[src/rtl/csr_exec_unit.sv]
// csr_exec_unit: multi-cycle atomic read-modify-write unit for the machine-mode CSR file.
// Defining CSR_COUNTERS_EN adds 64-bit mcycle/minstret plus their read-only cycle/instret shadows.
module csr_exec_unit #(
   parameter int unsigned     XLEN        = 32,
   parameter logic [XLEN-1:0] MTVEC_RESET = 32'h0000_0000
) (
   input  logic            clk_i,
   input  logic            rst_i,
   input  logic            in_valid_i,
   output logic            in_ready_o,
   input  logic            csr_read_enable_i,
   input  logic            csr_write_enable_i,
   input  logic [1:0]      csr_write_func_i,
   input  logic            csr_input_sel_i,
   input  logic [11:0]     csr_addr_i,
   input  logic [XLEN-1:0] rs1_value_i,
   input  logic [4:0]      uimm_i,
   input  logic            instret_inc_i,
   output logic            out_valid_o,
   input  logic            out_ready_i,
   output logic [XLEN-1:0] out_rdata_o,
   output logic            out_illegal_o
);

   localparam logic [11:0] ADDR_MSTATUS  = 12'h300;
   localparam logic [11:0] ADDR_MTVEC    = 12'h305;
   localparam logic [11:0] ADDR_MSCRATCH = 12'h340;
   localparam logic [11:0] ADDR_MEPC     = 12'h341;
   localparam logic [11:0] ADDR_MCAUSE   = 12'h342;
`ifdef CSR_COUNTERS_EN
   localparam logic [11:0] ADDR_MCYCLE    = 12'hB00;
   localparam logic [11:0] ADDR_MCYCLEH   = 12'hB80;
   localparam logic [11:0] ADDR_MINSTRET  = 12'hB02;
   localparam logic [11:0] ADDR_MINSTRETH = 12'hB82;
   localparam logic [11:0] ADDR_CYCLE     = 12'hC00;
   localparam logic [11:0] ADDR_CYCLEH    = 12'hC80;
   localparam logic [11:0] ADDR_INSTRET   = 12'hC02;
   localparam logic [11:0] ADDR_INSTRETH  = 12'hC82;
`endif

   localparam logic [1:0] FUNC_NONE = 2'b00;
   localparam logic [1:0] FUNC_RW   = 2'b01;
   localparam logic [1:0] FUNC_RS   = 2'b10;
   localparam logic [1:0] FUNC_RC   = 2'b11;

   localparam logic [XLEN-1:0] MSTATUS_WMASK = {{(XLEN-8){1'b0}}, 8'h88};
   localparam logic [XLEN-1:0] ALIGN4_MASK   = {{(XLEN-2){1'b1}}, 2'b00};

   typedef enum logic [1:0] {
      ST_IDLE   = 2'b00,
      ST_READ   = 2'b01,
      ST_MODIFY = 2'b10,
      ST_RESP   = 2'b11
   } state_t;

   state_t            state_q, state_d;
   logic              accept_s, lookup_s, modify_s, release_s, wr_commit_s;
   logic              in_ready_q;
   logic              req_re_q, req_we_q;
   logic [1:0]        req_func_q;
   logic [11:0]       req_addr_q;
   logic [XLEN-1:0]   req_src_q;
   logic [XLEN-1:0]   old_q;
   logic              ill_q;
   logic              out_valid_q, out_illegal_q;
   logic [XLEN-1:0]   out_rdata_q;
   logic [XLEN-1:0]   rd_val_s, new_val_s;
   logic              rd_hit_s, lookup_ill_s;
   logic [XLEN-1:0]   mstatus_q, mtvec_q, mscratch_q, mepc_q, mcause_q;
`ifdef CSR_COUNTERS_EN
   logic [63:0]       mcycle_q, mcycle_d, minstret_q, minstret_d;
`else
   logic              unused_instret_s;
   assign unused_instret_s = instret_inc_i;
`endif

   // State register
   always_ff @(posedge clk_i) begin
      if (rst_i) state_q <= ST_IDLE;
      else       state_q <= state_d;
   end

   // Next-state logic
   always_comb begin
      state_d = state_q;
      case (state_q)
         ST_IDLE:   if (in_valid_i) state_d = ST_READ; else state_d = ST_IDLE;
         ST_READ:   state_d = ST_MODIFY;
         ST_MODIFY: state_d = ST_RESP;
         ST_RESP:   if (out_ready_i) state_d = ST_IDLE; else state_d = ST_RESP;
         default:   state_d = ST_IDLE;
      endcase
   end

   // Per-state control strobes
   always_comb begin
      accept_s  = 1'b0;
      lookup_s  = 1'b0;
      modify_s  = 1'b0;
      release_s = 1'b0;
      case (state_q)
         ST_IDLE:   accept_s  = in_valid_i;
         ST_READ:   lookup_s  = 1'b1;
         ST_MODIFY: modify_s  = 1'b1;
         ST_RESP:   release_s = out_ready_i;
         default:   accept_s  = 1'b0;
      endcase
   end

   // NONE requests never write and report neither data nor an illegal access
   assign wr_commit_s = modify_s && req_we_q && !ill_q && (req_func_q != FUNC_NONE);

   // Ready flag tracks whether the FSM will sit in IDLE next cycle
   always_ff @(posedge clk_i) begin
      if (rst_i) in_ready_q <= 1'b1;
      else       in_ready_q <= (state_d == ST_IDLE);
   end

   // Request capture at accept
   always_ff @(posedge clk_i) begin
      if (rst_i) begin
         req_re_q   <= 1'b0;
         req_we_q   <= 1'b0;
         req_func_q <= FUNC_NONE;
         req_addr_q <= 12'h000;
         req_src_q  <= {XLEN{1'b0}};
      end else if (accept_s) begin
         req_re_q   <= csr_read_enable_i;
         req_we_q   <= csr_write_enable_i;
         req_func_q <= csr_write_func_i;
         req_addr_q <= csr_addr_i;
         req_src_q  <= csr_input_sel_i ? {{(XLEN-5){1'b0}}, uimm_i} : rs1_value_i;
      end
   end

   // CSR address decode and read mux
   always_comb begin
      rd_val_s = {XLEN{1'b0}};
      rd_hit_s = 1'b0;
      case (req_addr_q)
         ADDR_MSTATUS:  begin rd_val_s = mstatus_q;  rd_hit_s = 1'b1; end
         ADDR_MTVEC:    begin rd_val_s = mtvec_q;    rd_hit_s = 1'b1; end
         ADDR_MSCRATCH: begin rd_val_s = mscratch_q; rd_hit_s = 1'b1; end
         ADDR_MEPC:     begin rd_val_s = mepc_q;     rd_hit_s = 1'b1; end
         ADDR_MCAUSE:   begin rd_val_s = mcause_q;   rd_hit_s = 1'b1; end
`ifdef CSR_COUNTERS_EN
         ADDR_MCYCLE, ADDR_CYCLE:       begin rd_val_s = mcycle_q[31:0];    rd_hit_s = 1'b1; end
         ADDR_MCYCLEH, ADDR_CYCLEH:     begin rd_val_s = mcycle_q[63:32];   rd_hit_s = 1'b1; end
         ADDR_MINSTRET, ADDR_INSTRET:   begin rd_val_s = minstret_q[31:0];  rd_hit_s = 1'b1; end
         ADDR_MINSTRETH, ADDR_INSTRETH: begin rd_val_s = minstret_q[63:32]; rd_hit_s = 1'b1; end
`endif
         default:       begin rd_val_s = {XLEN{1'b0}}; rd_hit_s = 1'b0; end
      endcase
   end

   assign lookup_ill_s = (req_func_q != FUNC_NONE) &&
                         (!rd_hit_s || (req_we_q && (req_addr_q[11:10] == 2'b11)));

   // Old value and legality latched in READ
   always_ff @(posedge clk_i) begin
      if (rst_i) begin
         old_q <= {XLEN{1'b0}};
         ill_q <= 1'b0;
      end else if (lookup_s) begin
         old_q <= rd_val_s;
         ill_q <= lookup_ill_s;
      end
   end

   // Read-modify-write operator
   always_comb begin
      new_val_s = old_q;
      case (req_func_q)
         FUNC_RW: new_val_s = req_src_q;
         FUNC_RS: new_val_s = old_q | req_src_q;
         FUNC_RC: new_val_s = old_q & ~req_src_q;
         default: new_val_s = old_q;
      endcase
   end

   // Response registers
   always_ff @(posedge clk_i) begin
      if (rst_i) begin
         out_valid_q   <= 1'b0;
         out_rdata_q   <= {XLEN{1'b0}};
         out_illegal_q <= 1'b0;
      end else if (modify_s) begin
         out_valid_q   <= 1'b1;
         out_rdata_q   <= (req_re_q && !ill_q && (req_func_q != FUNC_NONE)) ? old_q : {XLEN{1'b0}};
         out_illegal_q <= ill_q;
      end else if (release_s) begin
         out_valid_q   <= 1'b0;
      end
   end

   // CSR file with WARL masking applied on write
   always_ff @(posedge clk_i) begin
      if (rst_i) begin
         mstatus_q  <= {XLEN{1'b0}};
         mtvec_q    <= MTVEC_RESET & ALIGN4_MASK;
         mscratch_q <= {XLEN{1'b0}};
         mepc_q     <= {XLEN{1'b0}};
         mcause_q   <= {XLEN{1'b0}};
      end else if (wr_commit_s) begin
         case (req_addr_q)
            ADDR_MSTATUS:  mstatus_q  <= new_val_s & MSTATUS_WMASK;
            ADDR_MTVEC:    mtvec_q    <= new_val_s & ALIGN4_MASK;
            ADDR_MSCRATCH: mscratch_q <= new_val_s;
            ADDR_MEPC:     mepc_q     <= new_val_s & ALIGN4_MASK;
            ADDR_MCAUSE:   mcause_q   <= new_val_s;
            default:       mscratch_q <= mscratch_q;
         endcase
      end
   end

`ifdef CSR_COUNTERS_EN
   // A committed write to either half replaces the whole counter's increment this cycle
   always_comb begin
      if (wr_commit_s && (req_addr_q == ADDR_MCYCLE)) begin
         mcycle_d = {mcycle_q[63:32], new_val_s[31:0]};
      end else if (wr_commit_s && (req_addr_q == ADDR_MCYCLEH)) begin
         mcycle_d = {new_val_s[31:0], mcycle_q[31:0]};
      end else begin
         mcycle_d = mcycle_q + 64'd1;
      end
      if (wr_commit_s && (req_addr_q == ADDR_MINSTRET)) begin
         minstret_d = {minstret_q[63:32], new_val_s[31:0]};
      end else if (wr_commit_s && (req_addr_q == ADDR_MINSTRETH)) begin
         minstret_d = {new_val_s[31:0], minstret_q[31:0]};
      end else if (instret_inc_i) begin
         minstret_d = minstret_q + 64'd1;
      end else begin
         minstret_d = minstret_q;
      end
   end

   // Counter registers
   always_ff @(posedge clk_i) begin
      if (rst_i) begin
         mcycle_q   <= 64'd0;
         minstret_q <= 64'd0;
      end else begin
         mcycle_q   <= mcycle_d;
         minstret_q <= minstret_d;
      end
   end
`endif

   assign in_ready_o    = in_ready_q;
   assign out_valid_o   = out_valid_q;
   assign out_rdata_o   = out_rdata_q;
   assign out_illegal_o = out_illegal_q;

endmodule

[config.mk]
export PLATFORM = sky130hd
export DESIGN_NAME = csr_exec_unit
export DESIGN_NICKNAME = d
export VERILOG_FILES = /design/src/rtl/csr_exec_unit.sv
export SDC_FILE = /design/constraint.sdc
export NUM_CORES = 1
export LEC_CHECK = 0
export CAP_MARGIN = 30
export CORE_ASPECT_RATIO = 1.1
export CORE_MARGIN = 4
export CORE_UTILIZATION = 55
export DETAILED_ROUTE_END_ITERATION = 6
export PLACE_DENSITY = 0.77
export SYNTH_ARGS = -nofsm -noshare
export SYNTH_HDL_FRONTEND = slang
export SYNTH_SLANG_ARGS = --single-unit
[constraint.sdc]
create_clock -name clk_i -period 2.5 [get_ports clk_i]
set_input_delay 0.375 -clock clk_i [delete_from_list [all_inputs] [get_ports clk_i]]
set_output_delay 0.375 -clock clk_i [all_outputs]
set_load 0.02 [all_outputs]
# [Word-level counts from Yosys, hierarchy flattened]
# Cells that the tools add are included.
[word_totals] output_inout_bits=35 reg_bits=244
[op_classes] eq_ne=12 bitwise=3 mux=14 n_reduce_logical=20
[op_table] op="32-bit case mux with 5 select lines" n=1
[op_table] op="32-bit case mux with 3 select lines" n=1
[op_table] op="32-bit 2-to-1 mux" n=2
[op_table] op="12-bit by 10-bit == test with 1-bit output (second input constant)" n=5
[op_table] op="32-bit bitwise AND" n=1
[op_table] op="32-bit NOT" n=1
[op_table] op="32-bit OR" n=1
[op_table] op="2-bit == test (second input constant)" n=5
[op_table] op="2-bit AND reduction" n=5
[op_table] op="1-bit 2-to-1 mux" n=8
[op_table] op="2-bit case mux with 4 select lines" n=1
[op_table] op="1-bit logical AND" n=7
[op_table] op="5-bit OR reduction" n=1
[op_table] op="2-bit by 1-bit == test with 1-bit output (second input constant)" n=2
[op_table] op="2-bit zero test" n=2
[op_table] op="2-bit nonzero test" n=2
[op_table] op="1-bit zero test" n=2
[op_table] op="2-bit 2-to-1 mux" n=1
[op_table] op="1-bit logical OR" n=1

# [Depth between registers and ports, before layout]
# Gate-level depths: netlist (run 1).
[depth] word_depth=6 ltp_mapped=7

# [Least setup slack after synthesis (run 1)]
# No wires, ideal clock.
[synth_timing] path_type="register to register" from="register req_addr_q[11]" to="register mcause_q[10]" path_stages_with_launch=6 setup_time_ps=121 required_time_ps=2379 n_path_buf=1 t_arrival_ps=2133 setup_slack_ps=246 cell_sequence="dfxtp_1 or4_1 or4_4 nor2_2 buf_2 mux2_2"
[synth_between] elab_chain_cells=2
[synth_rtl] element="from (decl)" line_no="61" rtl="logic [11:0] req_addr_q;"
[synth_rtl] element="from (signal assigned)" line_no="131" rtl="req_addr_q <= csr_addr_i;"
[synth_rtl] element="12-bit by 10-bit == test with 1-bit output" line_no="205" rtl="case (req_addr_q)"
[synth_rtl] element="2-bit AND reduction (no line)"
[synth_rtl] element="to (signal assigned)" line_no="203" rtl="mcause_q <= {XLEN{1'b0}};"
[synth_rtl] element="to (signal assigned)" line_no="210" rtl="ADDR_MCAUSE: mcause_q <= new_val_s;"
[synth_rtl] element="to (decl)" line_no="69" rtl="logic [XLEN-1:0] mstatus_q, mtvec_q, mscratch_q, mepc_q, mcause_q;"
# Every way passes these cells.
# A chain may end at the register's enable or synchronous reset.

# [Worst setup path in the final report (run 1)]
[layout_timing] from="register req_addr_q[11]" to="register mepc_q[5]"
[layout_between] elab_chain_cells=2
[layout_rtl] element="12-bit by 10-bit == test with 1-bit output" line_no="205"
[layout_rtl] element="2-bit AND reduction (no line)"
[layout_rtl] element="to (signal assigned)" line_no="202" rtl="mepc_q <= {XLEN{1'b0}};"
[layout_rtl] element="to (signal assigned)" line_no="209" rtl="ADDR_MEPC: mepc_q <= new_val_s & ALIGN4_MASK;"
[layout_rtl] element="to (decl)" line_no="69"
# Every way passes these cells.

==> results of run 1 <==
[report_power, final]
| part | leakage (µW) | internal [µW] | switching (µW) |
|---|---|---|---|
| logic | 0.00236 | 233 | 364 |
| clock network | 0.000424 | 2330 | 1490 |
| registers | 0.00197 | 3940 | 46.6 |
| total | 0.00476 | 6500 | 1900 |
[cell type report]
class	count	area, µm²	area share
multi-input combinational	788	5530	0.427
sequential	244	4880	0.377
timing repair buffer	135	1350	0.104
clock buffer	43	826	0.0637
tap	247	309	0.0239
clock inverter	2	35.0	0.00270
inverter	6	22.5	0.00174
[layer usage]
layer | part of all wire | wire length [µm] | track usage
met1 | 0.44 | 11800 | 0.318
met2 | 0.49 | 13000 | 0.405
met3 | 0.049 | 1290 | 0.0328
met4 | 0.016 | 431 | 0.0586
met5 | 0 | 0 | 0
[worst min path at each step]
stage / endpoint / cells after the start
after floorplan: req_addr_q[5] / 2
after global placement: req_addr_q[3] / 2
after detailed placement: req_addr_q[10] / 2
after CTS: out_rdata_o[14] / 2
after global routing: out_rdata_o[13] / 2
final: out_rdata_o[13] / 2
[cell usage after synthesis (all sizes together) (2+ instances only)]
| library cell | count |
|---|---|
| dfxtp | 244 |
| nor2b | 162 |
| mux2 | 156 |
| nand2 | 127 |
| a22oi | 94 |
| clkbuf | 82 |
| a21oi | 78 |
| nor2 | 45 |
| o21ai | 33 |
| nand3b | 29 |
| a221oi | 28 |
| buf | 16 |
| a211oi | 6 |
| inv | 6 |
| mux2i | 6 |
| nand2b | 3 |
| o31ai | 3 |
| a22o | 2 |
| nor4 | 2 |
| nor4b | 2 |
| nor4bb | 2 |
| or4 | 2 |
[kinds of logic (layout without fill, tap and decap cells)]
group                     after synthesis  after routing
and+or+nand+nor                       380            380
AOI/OAI and AO/OA                     245            245
DFF                                   244            244
muxes                                 162            162
buffers and inverters                 104            186
xor gates and xnor gates                1              1
[registers in the layout (all words and copies together), names as in the netlist, 2 cells and up]
name	cells
old_q	32
mcause_q	32
req_src_q	32
mepc_q	30
mscratch_q	32
mstatus_q	2
mtvec_q	30
req_addr_q	12
req_func_q	2
out_rdata_o	32
state_q	2
[stage by stage]
| stage | hold slack (ns) | util | power, µW |
|---|---|---|---|
| finish | 0.359 | 0.676 | 8410 |
| global route | 0.389 | 0.676 | 8680 |
| CTS | 0.357 | 0.676 | 8470 |
| detailed placement | 0.448 | 0.631 | 4670 |
| global placement | 0.441 | 0.631 | 4650 |
| floorplan | 0.431 | - | 4380 |
==> results.py, run 1 <==
metrics = {
    "outcome": {
        "status": "finished clean",
    },
    "route": {
        "vias_per_cell": 5.77,
        "first_iter_violations": 421,
        "vias": 8449,
        "antenna_left": 0,
        "drc": 0,
        "wirelength_um": 26500,
        "dr.pass1.iters": 5,
        "wl_per_cell_um": 18.1,
    },
    "timing": {
        "timing.fmax_mhz": 415,
        "min_period_ns": 2.41,
        "worst_slew_pin_slew_ns": 0.877,
        "setup_viol": 0,
        "hold_viol": 0,
        "rsz0062_at_grt": "yes",
        "setup-tns-final_ns": 0,
        "fin_skew_ns": 0.00888,
        "setup_ws_ns": 0.0902,
        "timing.final.crit_share": 0.964,
        "max_slew_margin": 0.415,
        "maxSlewViolCount": 0,
    },
    "worst_setup_path": {
        "r2r_end": "mepc_q[5]",
        "critPathBufInv": 0,
        "regToRegSetupSlack_ns": 0.09,
        "crit_chain": "or4_1 -> or4_4 -> or2_4 -> mux2_1",
        "crit_path_end_kind": "register",
        "cp-startpoint": "req_addr_q[11]",
        "critical_path_class": "register to register",
        "r2r_start": "req_addr_q[11]",
        "max_stage_delay_ns": 0.59,
        "cp.depth": 4,
        "crit_family": "simple AND/OR/NAND/NOR gates",
        "cp_slowest_cell": "or4_4",
        "crit_required_ns": 2.90,
        "critPathCapture": "mepc_q[5]",
        "rr_worst_depth": 4,
        "worstPathArrival_ns": 2.81,
        "start_kind": "register",
        "critPathMaxFanout": 30,
    },
    "synthesis": {
        "synth_flop_cell": "dfxtp_1",
        "synth_top_family_by_area": "simple AND/OR/NAND/NOR gates",
        "synth_top_area_frac": 0.454,
        "async_reset_ff_frac": 0,
        "synthTopCellsByArea": "dfxtp_1 (45%), mux2_2 (13%), nor2b_1 (9.4%), a22oi_1 (6.6%), nand2_1 (4.4%)",
        "synth-simple-area-share": 0.188,
        "syn_area_per_cell_um2": 9.47,
        "synth_area_mm2": 0.0108,
        "synth_fp_nets": 1195,
        "ys_seq_area_frac": 0.454,
        "synth-edff-count": 0,
        "netlist_instances": 1136,
        "synthAdderAreaFrac": 0,
        "ys_seq_elements": 244,
        "synthXorXnorAreaFrac": 0.000814,
        "synthMuxAreaShare": 0.169,
        "synth_compound_area_frac": 0.149,
        "synthDistinctLibCells": 35,
        "yosysTopAreaCell": "dfxtp_1",
        "ys.warnings.count": 0,
    },
    "die": {
        "ios": 94,
        "die_y_um": 155,
        "die_area_mm2": 0.0219,
        "std_cell_rows": 53,
        "start_util": 0.561,
        "die_width_um": 141,
        "core-area_mm2": 0.0192,
    },
    "clock_network": {
        "cts_tree": "yes",
        "path_clk_slew_ns": 0.06,
        "h-tree-depth": 1,
        "cts_made_buffers": 26,
        "holdBufCountCts": 0,
        "clk_latency_ns": 0.52,
        "cts_root_buf": "clkbuf_16",
        "cts_sinks": 244,
        "cts_resized": 0,
        "cts_setup_buffers": 0,
        "clock_path_buffers": 3,
    },
    "worst_hold_path": {
        "min_from": "rst_i",
        "hold_path.class": "input pin to register",
    },
    "global_route": {
        "grt_usage": 0.237,
        "overflow": 0,
        "grt_pass1_wl_um": 42900,
        "antenna_found_initial": 0,
        "grt_max_degree": 74,
        "grt_pass1_vias": 8285,
    },
    "cells_and_area": {
        "final_cells": 1465,
        "fin_area_mm2": 0.0130,
        "final_common_cell": "dfxtp_1",
        "nets": 1260,
        "final_cell_mix": "dfxtp_1 (244), nor2b_1 (161), nand2_1 (127)",
        "drive_gt1_frac": 0.180,
        "fillerInstances": 1470,
        "areaGrowthSynthToFinish_pct": 20.4,
        "diodes": 0,
    },
    "placed_design": {
        "postPlaceCellArea_mm2": 0.0121,
        "gp_congestion": 0.777,
        "pre_cts_ws_ns": 0.0790,
        "placedCellCount": 1420,
        "dp.final_hpwl_um": 16400,
        "numPortBuffers": 92,
    },
    "power": {
        "powerDensity_mw_per_mm2": 649,
        "ir_drop_uv": 683,
        "leakagePower_uw": 0.00476,
    },
    "flow_run": {
        "maxCapViolations": 0,
    },
}
Power figures use the tool's default switching activity.
==> inputs of run 2 (changes only) <==
--- a/config.mk
+++ b/config.mk
@@ -9,6 +9,7 @@
 export CORE_ASPECT_RATIO = 1.1
 export CORE_MARGIN = 4
 export CORE_UTILIZATION = 55
+export CTS_CLUSTER_DIAMETER = 200
 export DETAILED_ROUTE_END_ITERATION = 6
 export PLACE_DENSITY = 0.77
 export SYNTH_ARGS = -nofsm -noshare
==> constraint.sdc (replaced) <==
create_clock -name clk_i -period 2.44 [get_ports clk_i]
set_input_delay 0.366 -clock clk_i [delete_from_list [all_inputs] [get_ports clk_i]]
set_output_delay 0.366 -clock clk_i [all_outputs]
set_load 0.02 [all_outputs]
==> run 2 against run 1 <==
Setup slack worse by 0.027 ns. Sequential share of layout area down 0.24 points. Total power increased by 5.2%. Register-to-register slack got worse by 0.03 ns. Sequential power grew 2%. Clock skew rose by 0.0065 ns. Routed wire length grew 0.65%. Core utilization grew 0.42 points.
==> results.py, run 2 (same netlist as run 1, synthesis figures left out) <==
metrics = {
    "outcome": {
        "status": "finished clean",
    },
    "route": {
        "vias": 8461,
        "wirelength_um": 26700,
        "antenna_left": 0,
        "drc": 0,
        "vias_per_cell": 5.78,
        "wl_per_cell_um": 18.2,
        "first_iter_violations": 497,
        "dr.pass1.iters": 5,
    },
    "cells_and_area": {
        "nets": 1257,
        "final_cells": 1465,
        "diodes": 0,
        "areaGrowthSynthToFinish_pct": 21.2,
        "final_cell_mix": "dfxtp_1 (244), nor2b_1 (161), nand2_1 (127)",
        "drive_gt1_frac": 0.181,
        "final_common_cell": "dfxtp_1",
        "fillerInstances": 1479,
        "post-route-util": 0.680,
        "fin_area_mm2": 0.0130,
    },
    "flow_run": {
        "maxCapViolations": 0,
    },
    "die": {
        "std_cell_rows": 53,
        "die_width_um": 141,
        "ios": 94,
        "start_util": 0.561,
        "die_area_mm2": 0.0219,
        "core-area_mm2": 0.0192,
        "die_y_um": 155,
    },
    "global_route": {
        "antenna_found_initial": 0,
        "grt_pass1_wl_um": 42800,
        "overflow": 0,
        "grt_pass1_vias": 8347,
        "grt_usage": 0.236,
        "grt_max_degree": 82,
    },
    "worst_setup_path": {
        "critPathMaxFanout": 32,
        "start_kind": "register",
        "worstPathArrival_ns": 2.78,
        "crit_path_end_kind": "register",
        "crit_required_ns": 2.84,
        "critical_path_class": "register to register",
    },
    "clock_network": {
        "cts_tree": "yes",
        "h-tree-depth": 1,
        "cts_sinks": 244,
        "clk_latency_ns": 0.52,
        "cts_root_buf": "clkbuf_16",
        "cts_made_buffers": 26,
        "clock_path_buffers": 3,
        "path_clk_slew_ns": 0.06,
    },
    "timing": {
        "maxSlewViolCount": 0,
        "setup_viol": 0,
        "min_period_ns": 2.38,
        "hold_viol": 0,
        "timing.final.crit_share": 0.974,
        "max_slew_margin": 0.602,
        "timing.fmax_mhz": 421,
        "fin_skew_ns": 0.0153,
        "worst_slew_pin_slew_ns": 0.597,
        "rsz0062_at_grt": "no",
    },
    "power": {
        "ir_drop_uv": 493,
        "powerDensity_mw_per_mm2": 678,
        "leakagePower_uw": 0.00479,
    },
    "worst_hold_path": {
        "hold_path.class": "input pin to register",
    },
    "placed_design": {
        "numPortBuffers": 92,
        "dp.final_hpwl_um": 15400,
        "gp_congestion": 0.747,
        "postPlaceCellArea_mm2": 0.0121,
        "placedCellCount": 1415,
    },
}
## run 2: cell count changes in the layout (fill, tap and decap cells not counted), sizes merged
cell	change
or2	+1
bufinv	+2
inv	+1
clkbuf	-4
clkinv	+4
buf	-4
## run 2: final cells by class
type / count / area, µm² / share of cell area
inverter: 6 / 22.5 / 0.00173
sequential: 244 / 4880 / 0.375
tap: 247 / 309 / 0.0237
clock buffer: 39 / 791 / 0.0607
timing repair buffer: 131 / 1370 / 0.105
clock inverter: 9 / 126 / 0.00969
multi-input combinational: 789 / 5540 / 0.425
## run 2: repair_timing
item	in CTS	in global routing
pin swaps	2	0
hold buffers	0	0
gates resized for setup	1	1
setup buffers	0	1
cloned	0	1
setup endpoints to repair	30	25
## run 2: worst paths after layout
kind / endpoint / cells past startpoint / slack (ns) / start
worst min-delay path: out_rdata_o[12] / 2 / 0.38 / rst_i
worst max register to register: mcause_q[16] / 5 / 0.06 / ill_q
worst min register to register: req_re_q / 2 / 0.45 / req_re_q
worst max-delay path: mcause_q[16] / 5 / 0.06 / ill_q
## run 2: worst max-delay path, stage by stage (launching register included)
cell and delay (ns):
dfxtp_1 0.34, or4bb_1 0.51, or4_4 0.60, nor2_2 0.16
buf_12 0.25, mux2_2 0.37
## run 2: where the power goes
part | switching, µW | total, µW | internal (µW) | leakage, µW
sequential | 42.6 | 4080 | 4040 | 0.00197
combinational | 377 | 626 | 249 | 0.00236
clock | 1580 | 4140 | 2560 | 0.000457
## run 2: metrics by stage
step | power [µW] | setup TNS, ns | hold slack (ns) | setup WS [ns]
final | 8840 | 0 | 0.377 | 0.0631
after global placement | 4780 | 0 | 0.439 | 0.0230
after detailed placement | 4790 | -0.0110 | 0.445 | -0.00879
after global routing | 9120 | 0 | 0.392 | 0.0208
after floorplan | 4490 | 0 | 0.431 | 0.186
after CTS | 8910 | 0 | 0.374 | 0.0330
## run 2: metal layers
metal | share of wire | track usage
met1 | 0.44 | 0.304
met2 | 0.50 | 0.417
met3 | 0.046 | 0.0309
met4 | 0.015 | 0.0618
met5 | 0 | 0
